**src/rtl/regfile_access_ctrl_pkg.sv**
```systemverilog
// ---------------------------------------------------------------------------
// regfile_access_ctrl_pkg
//  Shared types and helpers for the register-array access controller.
//  - rfc_state_e : controller state (init walk / normal operation)
//  - next_rr_ptr : round-robin pointer advance past the granted requester
// ---------------------------------------------------------------------------
package regfile_access_ctrl_pkg;

    typedef enum logic {
        ST_INIT = 1'b0,
        ST_RUN  = 1'b1
    } rfc_state_e;

    // Pointer moves to the requester just after the one granted, wrapping at n.
    function automatic int unsigned next_rr_ptr(input int unsigned g, input int unsigned n);
        return (g + 1 >= n) ? 0 : g + 1;
    endfunction

endpackage

```
**src/rtl/regfile_access_ctrl_if.sv**
```systemverilog
// ---------------------------------------------------------------------------
// regfile_access_ctrl_if
//  Requester-side bus of the register-array access controller.
//  Per requester r: req_valid/req_ready handshake, req_write, req_idx[r],
//  req_wdata[r]; rsp_valid[r] one-cycle completion pulse. rsp_rdata is shared
//  and qualified by rsp_valid.
//  master : requester side (drives requests, sees grant and responses)
//  slave  : controller side
// ---------------------------------------------------------------------------
interface regfile_access_ctrl_if #(
    parameter int NREQ     = 2,
    parameter int IDXWIDTH = 3,
    parameter int WIDTH    = 32
);
    logic [NREQ-1:0]                req_valid;
    logic [NREQ-1:0]                req_ready;
    logic [NREQ-1:0]                req_write;
    logic [NREQ-1:0][IDXWIDTH-1:0]  req_idx;
    logic [NREQ-1:0][WIDTH-1:0]     req_wdata;
    logic [NREQ-1:0]                rsp_valid;
    logic [WIDTH-1:0]               rsp_rdata;

    modport master (
        output req_valid, req_write, req_idx, req_wdata,
        input  req_ready, rsp_valid, rsp_rdata
    );

    modport slave (
        input  req_valid, req_write, req_idx, req_wdata,
        output req_ready, rsp_valid, rsp_rdata
    );
endinterface

```
**src/rtl/regfile_access_ctrl_rr_arbiter.sv**
```systemverilog
// ---------------------------------------------------------------------------
// rr_arbiter
//  Purely combinational round-robin pick: first set bit of valid scanning
//  upward from ptr (mod NREQ).
//  valid   in  NREQ  request vector
//  ptr     in  PW    highest-priority requester this cycle (< NREQ)
//  gnt     out NREQ  one-hot grant, zero when nothing is valid
//  gnt_idx out PW    binary index of the grant (0 when none)
//  gnt_any out 1     any grant issued
// ---------------------------------------------------------------------------
module rr_arbiter #(
    parameter int NREQ = 2,
    parameter int PW   = 1
) (
    input  logic [NREQ-1:0] valid,
    input  logic [PW-1:0]   ptr,
    output logic [NREQ-1:0] gnt,
    output logic [PW-1:0]   gnt_idx,
    output logic            gnt_any
);

    always_comb begin
        int k;
        gnt     = '0;
        gnt_idx = '0;
        gnt_any = 1'b0;
        k       = 0;
        for (int i = 0; i < NREQ; i++) begin
            k = int'(ptr) + i;
            if (k >= NREQ) k = k - NREQ;
            if (!gnt_any && valid[k]) begin
                gnt_any = 1'b1;
                gnt[k]  = 1'b1;
                gnt_idx = PW'(k);
            end
        end
    end

endmodule

```
**src/rtl/regfile_access_ctrl.sv**
```systemverilog
// ---------------------------------------------------------------------------
// regfile_access_ctrl
//  Sequencer/arbiter in front of a single-port register array without reset.
//  After reset it writes INIT_VAL to every entry (NREGS cycles), then shares
//  the array port among NREQ requesters with round-robin arbitration.
//  Reads return one cycle after acceptance; writes are acked one cycle later.
//  Ports:
//   clk, rst_n       clock / async active-low reset
//   bus              requester bus (slave modport)
//   init_done        high from the first cycle after the init walk
//   rf_i, rf_d, rf_en array index, write data, write enable
//   rf_q             array read data, combinational from rf_i
// ---------------------------------------------------------------------------
module regfile_access_ctrl
    import regfile_access_ctrl_pkg::*;
#(
    parameter int               NREQ     = 2,
    parameter int               NREGS    = 8,
    parameter int               WIDTH    = 32,
    parameter int               IDXWIDTH = 3,
    parameter logic [WIDTH-1:0] INIT_VAL = '0
) (
    input  logic                clk,
    input  logic                rst_n,
    regfile_access_ctrl_if.slave bus,
    output logic                init_done,
    output logic [IDXWIDTH-1:0] rf_i,
    output logic [WIDTH-1:0]    rf_d,
    output logic                rf_en,
    input  logic [WIDTH-1:0]    rf_q
);

    localparam int PW = (NREQ > 1) ? $clog2(NREQ) : 1;

    rfc_state_e          state_q, state_d;
    logic [IDXWIDTH-1:0] init_cnt_q;
    logic [PW-1:0]       rr_ptr_q;
    logic [NREQ-1:0]     rsp_valid_q;
    logic [WIDTH-1:0]    rsp_rdata_q;
    logic                init_done_q;

    logic [NREQ-1:0]     arb_gnt;
    logic [PW-1:0]       arb_idx;
    logic                arb_any;

    logic [IDXWIDTH-1:0] sel_idx;
    logic                sel_write;
    logic [WIDTH-1:0]    sel_wdata;
    logic                in_range;
    logic                init_last;
    logic                run_acc;

    rr_arbiter #(.NREQ(NREQ), .PW(PW)) u_arb (
        .valid   (bus.req_valid),
        .ptr     (rr_ptr_q),
        .gnt     (arb_gnt),
        .gnt_idx (arb_idx),
        .gnt_any (arb_any)
    );

    assign sel_idx   = bus.req_idx[arb_idx];
    assign sel_write = bus.req_write[arb_idx];
    assign sel_wdata = bus.req_wdata[arb_idx];
    // Only reachable false when NREGS is not a power of two.
    assign in_range  = int'(sel_idx) < NREGS;
    assign init_last = (init_cnt_q == IDXWIDTH'(NREGS - 1));
    assign run_acc   = (state_q == ST_RUN) && arb_any;

    always_comb begin
        state_d       = state_q;
        rf_en         = 1'b0;
        rf_i          = '0;
        rf_d          = '0;
        bus.req_ready = '0;
        case (state_q)
            ST_INIT: begin
                rf_en = 1'b1;
                rf_i  = init_cnt_q;
                rf_d  = INIT_VAL;
                if (init_last) state_d = ST_RUN;
            end
            ST_RUN: begin
                bus.req_ready = arb_gnt;
                if (arb_any) begin
                    rf_i = sel_idx;
                    // Out-of-range writes complete the handshake but never reach the array.
                    if (sel_write && in_range) begin
                        rf_en = 1'b1;
                        rf_d  = sel_wdata;
                    end
                end
            end
            default: state_d = ST_INIT;
        endcase
    end

    always_ff @(posedge clk or negedge rst_n) begin
        if (!rst_n) begin
            state_q     <= ST_INIT;
            init_cnt_q  <= '0;
            rr_ptr_q    <= '0;
            rsp_valid_q <= '0;
            rsp_rdata_q <= '0;
            init_done_q <= 1'b0;
        end else begin
            state_q     <= state_d;
            init_done_q <= (state_d == ST_RUN);
            if (state_q == ST_INIT)
                init_cnt_q <= init_last ? '0 : init_cnt_q + 1'b1;
            rsp_valid_q <= run_acc ? arb_gnt : '0;
            if (run_acc) begin
                rr_ptr_q <= PW'(next_rr_ptr(int'(arb_idx), NREQ));
                if (!sel_write)
                    rsp_rdata_q <= in_range ? rf_q : '0;
            end
        end
    end

    assign bus.rsp_valid = rsp_valid_q;
    assign bus.rsp_rdata = rsp_rdata_q;
    assign init_done     = init_done_q;

endmodule

```
**src/flat_wrapper.sv**
```systemverilog
// flat-port wrapper written by rule: the top's interface ports become plain ports
module regfile_access_ctrl_flat import regfile_access_ctrl_pkg::*;
#(
    parameter int               NREQ     = 2,
    parameter int               NREGS    = 8,
    parameter int               WIDTH    = 32,
    parameter int               IDXWIDTH = 3,
    parameter logic [WIDTH-1:0] INIT_VAL = '0
)
  (clk, rst_n, init_done, rf_i, rf_d, rf_en, rf_q, bus_req_valid, bus_req_write, bus_req_idx, bus_req_wdata, bus_req_ready, bus_rsp_valid, bus_rsp_rdata);
  regfile_access_ctrl_if #(.NREQ(NREQ), .IDXWIDTH(IDXWIDTH), .WIDTH(WIDTH)) bus_i ();
  input  logic clk;
  input  logic rst_n;
  output logic init_done;
  output logic [IDXWIDTH-1:0] rf_i;
  output logic [WIDTH-1:0] rf_d;
  output logic rf_en;
  input  logic [WIDTH-1:0] rf_q;
  input wire logic [$bits(bus_i.req_valid)-1:0] bus_req_valid;
  input wire logic [$bits(bus_i.req_write)-1:0] bus_req_write;
  input wire logic [$bits(bus_i.req_idx)-1:0] bus_req_idx;
  input wire logic [$bits(bus_i.req_wdata)-1:0] bus_req_wdata;
  output wire logic [$bits(bus_i.req_ready)-1:0] bus_req_ready;
  output wire logic [$bits(bus_i.rsp_valid)-1:0] bus_rsp_valid;
  output wire logic [$bits(bus_i.rsp_rdata)-1:0] bus_rsp_rdata;
  assign bus_i.req_valid = bus_req_valid;
  assign bus_i.req_write = bus_req_write;
  assign bus_i.req_idx = bus_req_idx;
  assign bus_i.req_wdata = bus_req_wdata;
  assign bus_req_ready = bus_i.req_ready;
  assign bus_rsp_valid = bus_i.rsp_valid;
  assign bus_rsp_rdata = bus_i.rsp_rdata;
  regfile_access_ctrl #(.NREQ(NREQ), .NREGS(NREGS), .WIDTH(WIDTH), .IDXWIDTH(IDXWIDTH), .INIT_VAL(INIT_VAL)) u_core (.clk(clk), .rst_n(rst_n), .bus(bus_i), .init_done(init_done), .rf_i(rf_i), .rf_d(rf_d), .rf_en(rf_en), .rf_q(rf_q));
endmodule
```
**config.mk**
```make
export PLATFORM = sky130hd
export DESIGN_NAME = regfile_access_ctrl_flat
export DESIGN_NICKNAME = d
export VERILOG_FILES = /design/src/rtl/regfile_access_ctrl_pkg.sv /design/src/rtl/regfile_access_ctrl_if.sv /design/src/rtl/regfile_access_ctrl_rr_arbiter.sv /design/src/rtl/regfile_access_ctrl.sv /design/src/flat_wrapper.sv
export SDC_FILE = /design/constraint.sdc
export NUM_CORES = 1
export LEC_CHECK = 0
export BUFFER_PORTS_ARGS = -buffer_cell sky130_fd_sc_hd__buf_2
export CORE_MARGIN = 3
export CORE_UTILIZATION = 35
export CTS_BUF_LIST = sky130_fd_sc_hd__clkbuf_4 sky130_fd_sc_hd__clkbuf_8
export DETAILED_ROUTE_END_ITERATION = 8
export GPL_TIMING_DRIVEN = 1
export PLACE_DENSITY = 0.75
export SLEW_MARGIN = 40
export SYNTH_ARGS = -nofsm -noshare
export SYNTH_HDL_FRONTEND = slang
export SYNTH_SLANG_ARGS = --single-unit
```
**constraint.sdc**
```tcl
create_clock -name clk -period 2.9 [get_ports clk]
set_input_delay 0.58 -clock clk [delete_from_list [all_inputs] [get_ports clk]]
set_output_delay 0.58 -clock clk [all_outputs]
set_load 0.1 [all_outputs]
```
Yosys cells after proc, flatten, opt, wreduce, memory -nomap -nowiden
Index checks and enable logic that the tools add are counted.
W data, S select, Z words.
{ "totals": {"mem_count": 0, "romBits": 0, "wordCells": 66, "latchBits": 0, "register_bits": 39, "ram_bits": 0, "in_bits": 108, "output_inout_bits": 73} }
{ "op_classes": {"eq_ne": 1, "reduce_logical": 6, "div_mod_pow": 0, "n_lt_le_gt_ge": 8, "shifts": 0, "addsub": 5, "n_bitwise": 3, "mul": 0, "muxes": 38} }
{ "op_table": {"columns": ["cell", "n"], "rows": [
  ["$mux W32", 6],
  ["$ge A32 B1 Y1 const B", 2],
  ["$lt A32 B3 Y1 const B", 2],
  ["$pmux W32 S2", 1],
  ["$mux W1", 19],
  ["$mux W3", 4],
  ["$mux W2", 4],
  ["$pmux W3 S2", 1],
  ["$add A1 B1 Y2 const B", 2],
  ["$ge A2 B2 Y1 const B", 2],
  ["$logic_and A1 B1 Y1", 4],
  ["$add A3 B1 Y3 const B", 1],
  ["$eq A3 B3 Y1 const B", 1],
  ["$sub A1 B2 Y3 const B", 1],
  ["$sub A2 B2 Y3 const B", 1],
  ["$demux W1 S1", 2],
  ["$ge A1 B2 Y1 const B", 1],
  ["$lt A1 B2 Y1 const B", 1],
  ["$not A1 Y1", 2],
  ["$or A2 B2 Y2", 1],
  ["$pmux W1 S2", 1],
  ["$reduce_and A2 Y1", 1],
  ["$logic_not A1 Y1", 1]
]} }

Logic depth before layout (Yosys ltp)
{ "depth": {"depth_word": 14, "mapped_depth": 6} }

Modules after synthesis
Synthesis repeated with hierarchy kept, for this count alone.
{ "unflattened": {"hier_cells": 179, "area_unflattened_um2": 2238.4} }
{ "by_module_without_submodules": {"columns": ["module", "area_each_um2", "n_inst", "cells_per_inst"], "rows": [
  ["regfile_access_ctrl", 2205.9, 1, 174],
  ["rr_arbiter", 32.5, 1, 5]
]} }

Least setup slack after synthesis
Ideal clock, no wire load.
{ "synth_timing": {"kind": "flip-flop to output port", "start": "reg u_core.state_q", "end": "out rf_d[0]", "path_buffers": 1, "path_stages_with_launch": 4, "path_slack_ps": -651, "arrival_time_ps": 2971, "path_cell_list": "dfrtp_1 nand2b_1 buf_1 a21oi_1"} }
{ "synth_via": {"elab_chain_cells": 2} }
{ "synth_rtl": {"columns": ["item", "line_no", "rtl"], "rows": [
  ["from (decl)", "regfile_access_ctrl.sv:35", "rfc_state_e state_q, state_d;"],
  ["from (signal assigned)", "regfile_access_ctrl.sv:106", "state_q <= state_d;"],
  ["$not A1 Y1", null, null],
  ["$pmux W32 S2 (*)", "regfile_access_ctrl.sv:75", "case (state_q)"],
  ["to (decl)", "flat_wrapper.sv:16", "output logic [WIDTH-1:0] rf_d;"]
]} }
Mark *: on every way between the ends. The rest lies on a longest branch, timed or not.

Worst setup path in the final report
{ "layout_timing": {"start": "in bus_req_valid[0]", "end": "out rf_d[7]"} }
{ "layout_via": {"elab_chain_cells": 12} }
{ "layout_rtl": {"columns": ["item", "line_no", "rtl"], "rows": [
  ["from (decl)", "flat_wrapper.sv:19", "input wire logic [$bits(bus_i.req_valid)-1:0] bus_req_valid;"],
  ["$mux W1 (not written as such) (3 in series)", "regfile_access_ctrl_rr_arbiter.sv:31", "if (!gnt_any && valid[k]) begin"],
  ["$mux W1", "regfile_access_ctrl_rr_arbiter.sv:31", null],
  ["$logic_not A1 Y1", "regfile_access_ctrl_rr_arbiter.sv:31", null],
  ["$logic_and A1 B1 Y1", "regfile_access_ctrl_rr_arbiter.sv:31", null],
  ["$mux W1", "regfile_access_ctrl_rr_arbiter.sv:31", null],
  ["$mux W32 (not written as such) / $mux W1 (equally long branches) (2 in series)", "regfile_access_ctrl.sv:63, regfile_access_ctrl.sv:62", null],
  ["$mux W32", "regfile_access_ctrl.sv:87", "if (sel_write && in_range) begin"],
  ["$mux W32 (*)", "regfile_access_ctrl.sv:84", "if (arb_any) begin"],
  ["$pmux W32 S2 (*)", "regfile_access_ctrl.sv:75", null]
]} }
Mark *: on every way between the ends. The rest lies on a longest branch, timed or not. The select of a mux whose other input is x is not followed.

==> results.md <==
- Status: finished clean
- Number of cells on the worst reg-to-reg path: 5
- Dpl hpwl: 5.94 mm
- Cells after Synth: 213
- Min Tclk post-route: 2640 ps
- Area grow syn2layout: 85.4%
- VDD IR max: 593 uV
- Final period util: 91.1%
- Initial antenna violation count: 0
- Count leader, synth: nand2_1
- Die X: 82.9 um
- Clock Path Buffers: 2
- Yosys reg bits: 39
- DRT Pass-1 Iters: 6
- Vias: 2,209
- Clk_lat worst skew: 280 ps
- R2r setup slk: 950 ps
- Synth area leaders: dfrtp_1 47%, mux2_2 17%, nand2_1 12%
- Pins Over Slew Limit: 0
- CTS clk-pin slew, worst paths: 80 ps
- Max Cap Viol: 0
- Critical path arrival: 2060 ps
- Final WS setup: 259 ps
- Synth Area in Simple Gates: 15.5%
- Area of the mapped netlist: 0.00207 sq mm
- DIE HEIGHT: 82.9 um
- CP Capture Type: primary output
- WL/cell: 15.7 um
- Fraction of registers with async set/reset: 100%
- Initial DRC count: 82
- Resized cells post-CTS: 0
- Setup TNS: 0 ps
- IO Port Bufs: 180
- Hold Worst Slack: 256 ps
- # Post-CTS Setup Buffers: 0
- GPL Wtd Cong: 0.851
- Initial Util: 36.9%
- Clk_skew: 4.56 ps
- Fmax: 379 MHz
- Synth Area in Compound Gates: 11.5%
- Antenna viol nets, final: 0
- Mux contribution to synthesized area: 20.0%
- First-pass GRT wire length: 11.5 mm
- Post-synth cell types: 24
- Adder-cell area share of the yosys netlist: 1.21%
- DIE AREA: 0.00687 sq mm
- Syn_nets: 323
- Post-Synth XOR/XNOR Area: 0%
- Unrepaired setup endpoints after global routing: false
- Diode count: 0
- TritonCTS buffer count: 5
- Static leakage: 1.86 nW
- Worst-Margin Slew: 580 ps
- Reg2reg start: u_core.rr_ptr_q$_DFFE_PN0P_
- H-Tree Depth: 2
- Clk sinks: 39
- Final setup violation count: 0
- Synth Flop Type: dfrtp_1
- Final Net Count: 499
- Power Total: 2.54 mW
- Largest fanout on the critical path: 22
- Synth cell count leaders: 67 x nand2_1, 39 x dfrtp_1, 32 x a21oi_1, 31 x mux2_2, 7 x clkbuf_1
- I/O pin cnt: 181
- Pin count of the biggest net entering global routing: 40
- Vias in the first global route: 2,347
- Post-CTS Hold Buffers: 0
- Area leader, netlist: dfrtp_1
- Worst r2r dst: u_core.bus.rsp_rdata[9]$_DFFE_PN0P_
- Startpoint types: input port
- Yosys warns: 0
- Final Hold Fails: 0
- Syn Area/Cell: 9.72 sq um
- Worst path required time: 2320 ps
- Core Box Area: 0.00561 sq mm
- Post-synth EDFFs: 0
- Via-to-Cell Ratio: 4.78
- Largest family of logic cells by synthesized area: multiplexers
- Drt total wl: 7.26 mm
- Seq/Total Area, Yosys: 47.2%
- Slew headroom: 60.9%
- Worst slack, placed: 254 ps
- Top cell type's share of synthesized area: 47.2%
- GR Util All Layers: 20.5%
- CTS tree: built
- Pwr Density: 663 mW/mm^2
- Worst Hold Class: in -> async
- Row count: 27
- Residual DRC: 0
- Clock root cell: clkbuf_8
- Share of cells above drive strength 1: 66.9%
- CP Class: in -> out
- Total grt overflow: 0
[cells by family (layout without fill, tap and decap cells)]
| logic type | after synthesis | in the layout |
|---|---|---|
| flops | 39 | 39 |
| simple gates | 76 | 76 |
| mux | 37 | 37 |
| fa+ha+maj | 2 | 2 |
| compound gates | 41 | 41 |
| buf+inv | 18 | 195 |
[how the worst max path moves through the flow]
stage               endpoint  slack [ps]  cells past startpoint                     start
floorplan            rf_i[0]        -240                      2  u_core.state_q$_DFF_PN0_
global route         rf_d[7]         170                      7          bus_req_valid[0]
global placement     rf_d[7]         350                      7          bus_req_valid[0]
detailed placement   rf_d[7]         250                      7          bus_req_valid[0]
finish               rf_d[7]         260                      7          bus_req_valid[0]
CTS                  rf_d[7]         250                      7          bus_req_valid[0]
[area by class of cell]
class,instances,area (sq um)
clock inverters,3,15.0
inverters,4,15.0
clock buffers,5,68.8
fillers,428,1770
repair buffers,183,1480
flip-flops and latches,39,977
multi-input cells,156,1190
well taps,72,90.1
[report_power, final]
group	switching (mW)	leakage (nW)	total [mW]	internal, mW
Clock	0.185	0.0477	0.349	0.165
Combinational	1.16	1.35	1.53	0.371
Sequential	0.0380	0.462	0.664	0.627
[cell usage in the layout, fill, tap and decap left out, types with 3 or more instances in the layout]
cell type and instances:
a21oi_2 22, a21oi_4 10, buf_12 37, buf_2 144
clkbuf_8 5, clkinv_2 3, dfrtp_1 38, inv_1 4
mux2_1 3, mux2_2 31, mux2i_1 3, nand2_1 67
o22ai_1 3
[per-stage QoR]
stage          utilization, %  cell area, sq um  instances
5_1_grt                  68.4              3840        462
4_1_cts                  68.4              3830        462
6_report                 68.4              3840        462
2_1_floorplan               -              2270        213
3_5_place_dp             66.9              3750        454
3_3_place_gp             66.9              3750        454
[sequential cells by signal, indices dropped and copies added (netlist names)]
signal                cells
u_core.bus.rsp_rdata     32
u_core.rr_ptr_q           1
u_core.bus.rsp_valid      2
u_core.state_q            1
u_core.init_cnt_q         3
[worst max-delay path: stages]
cell	delay, ps
buf_2	120
a21boi_2	210
a32oi_1	90
nand2b_2	370
buf_12	270
a21oi_2	200
buf_12	200
[metal layers]
metal | wire (um) | up-vias | track usage [%] | part of all wire (%)
met1 | 2650 | 1037 | 22.0 | 37
met2 | 4010 | 92 | 38.8 | 55
met4 | 183 | 0 | 7.43 | 2.5
met3 | 414 | 14 | 4.56 | 5.7
li1 | - | 1066 | - | -
met5 | 0 | - | 0 | 0
Power figures use the tool's default switching activity.
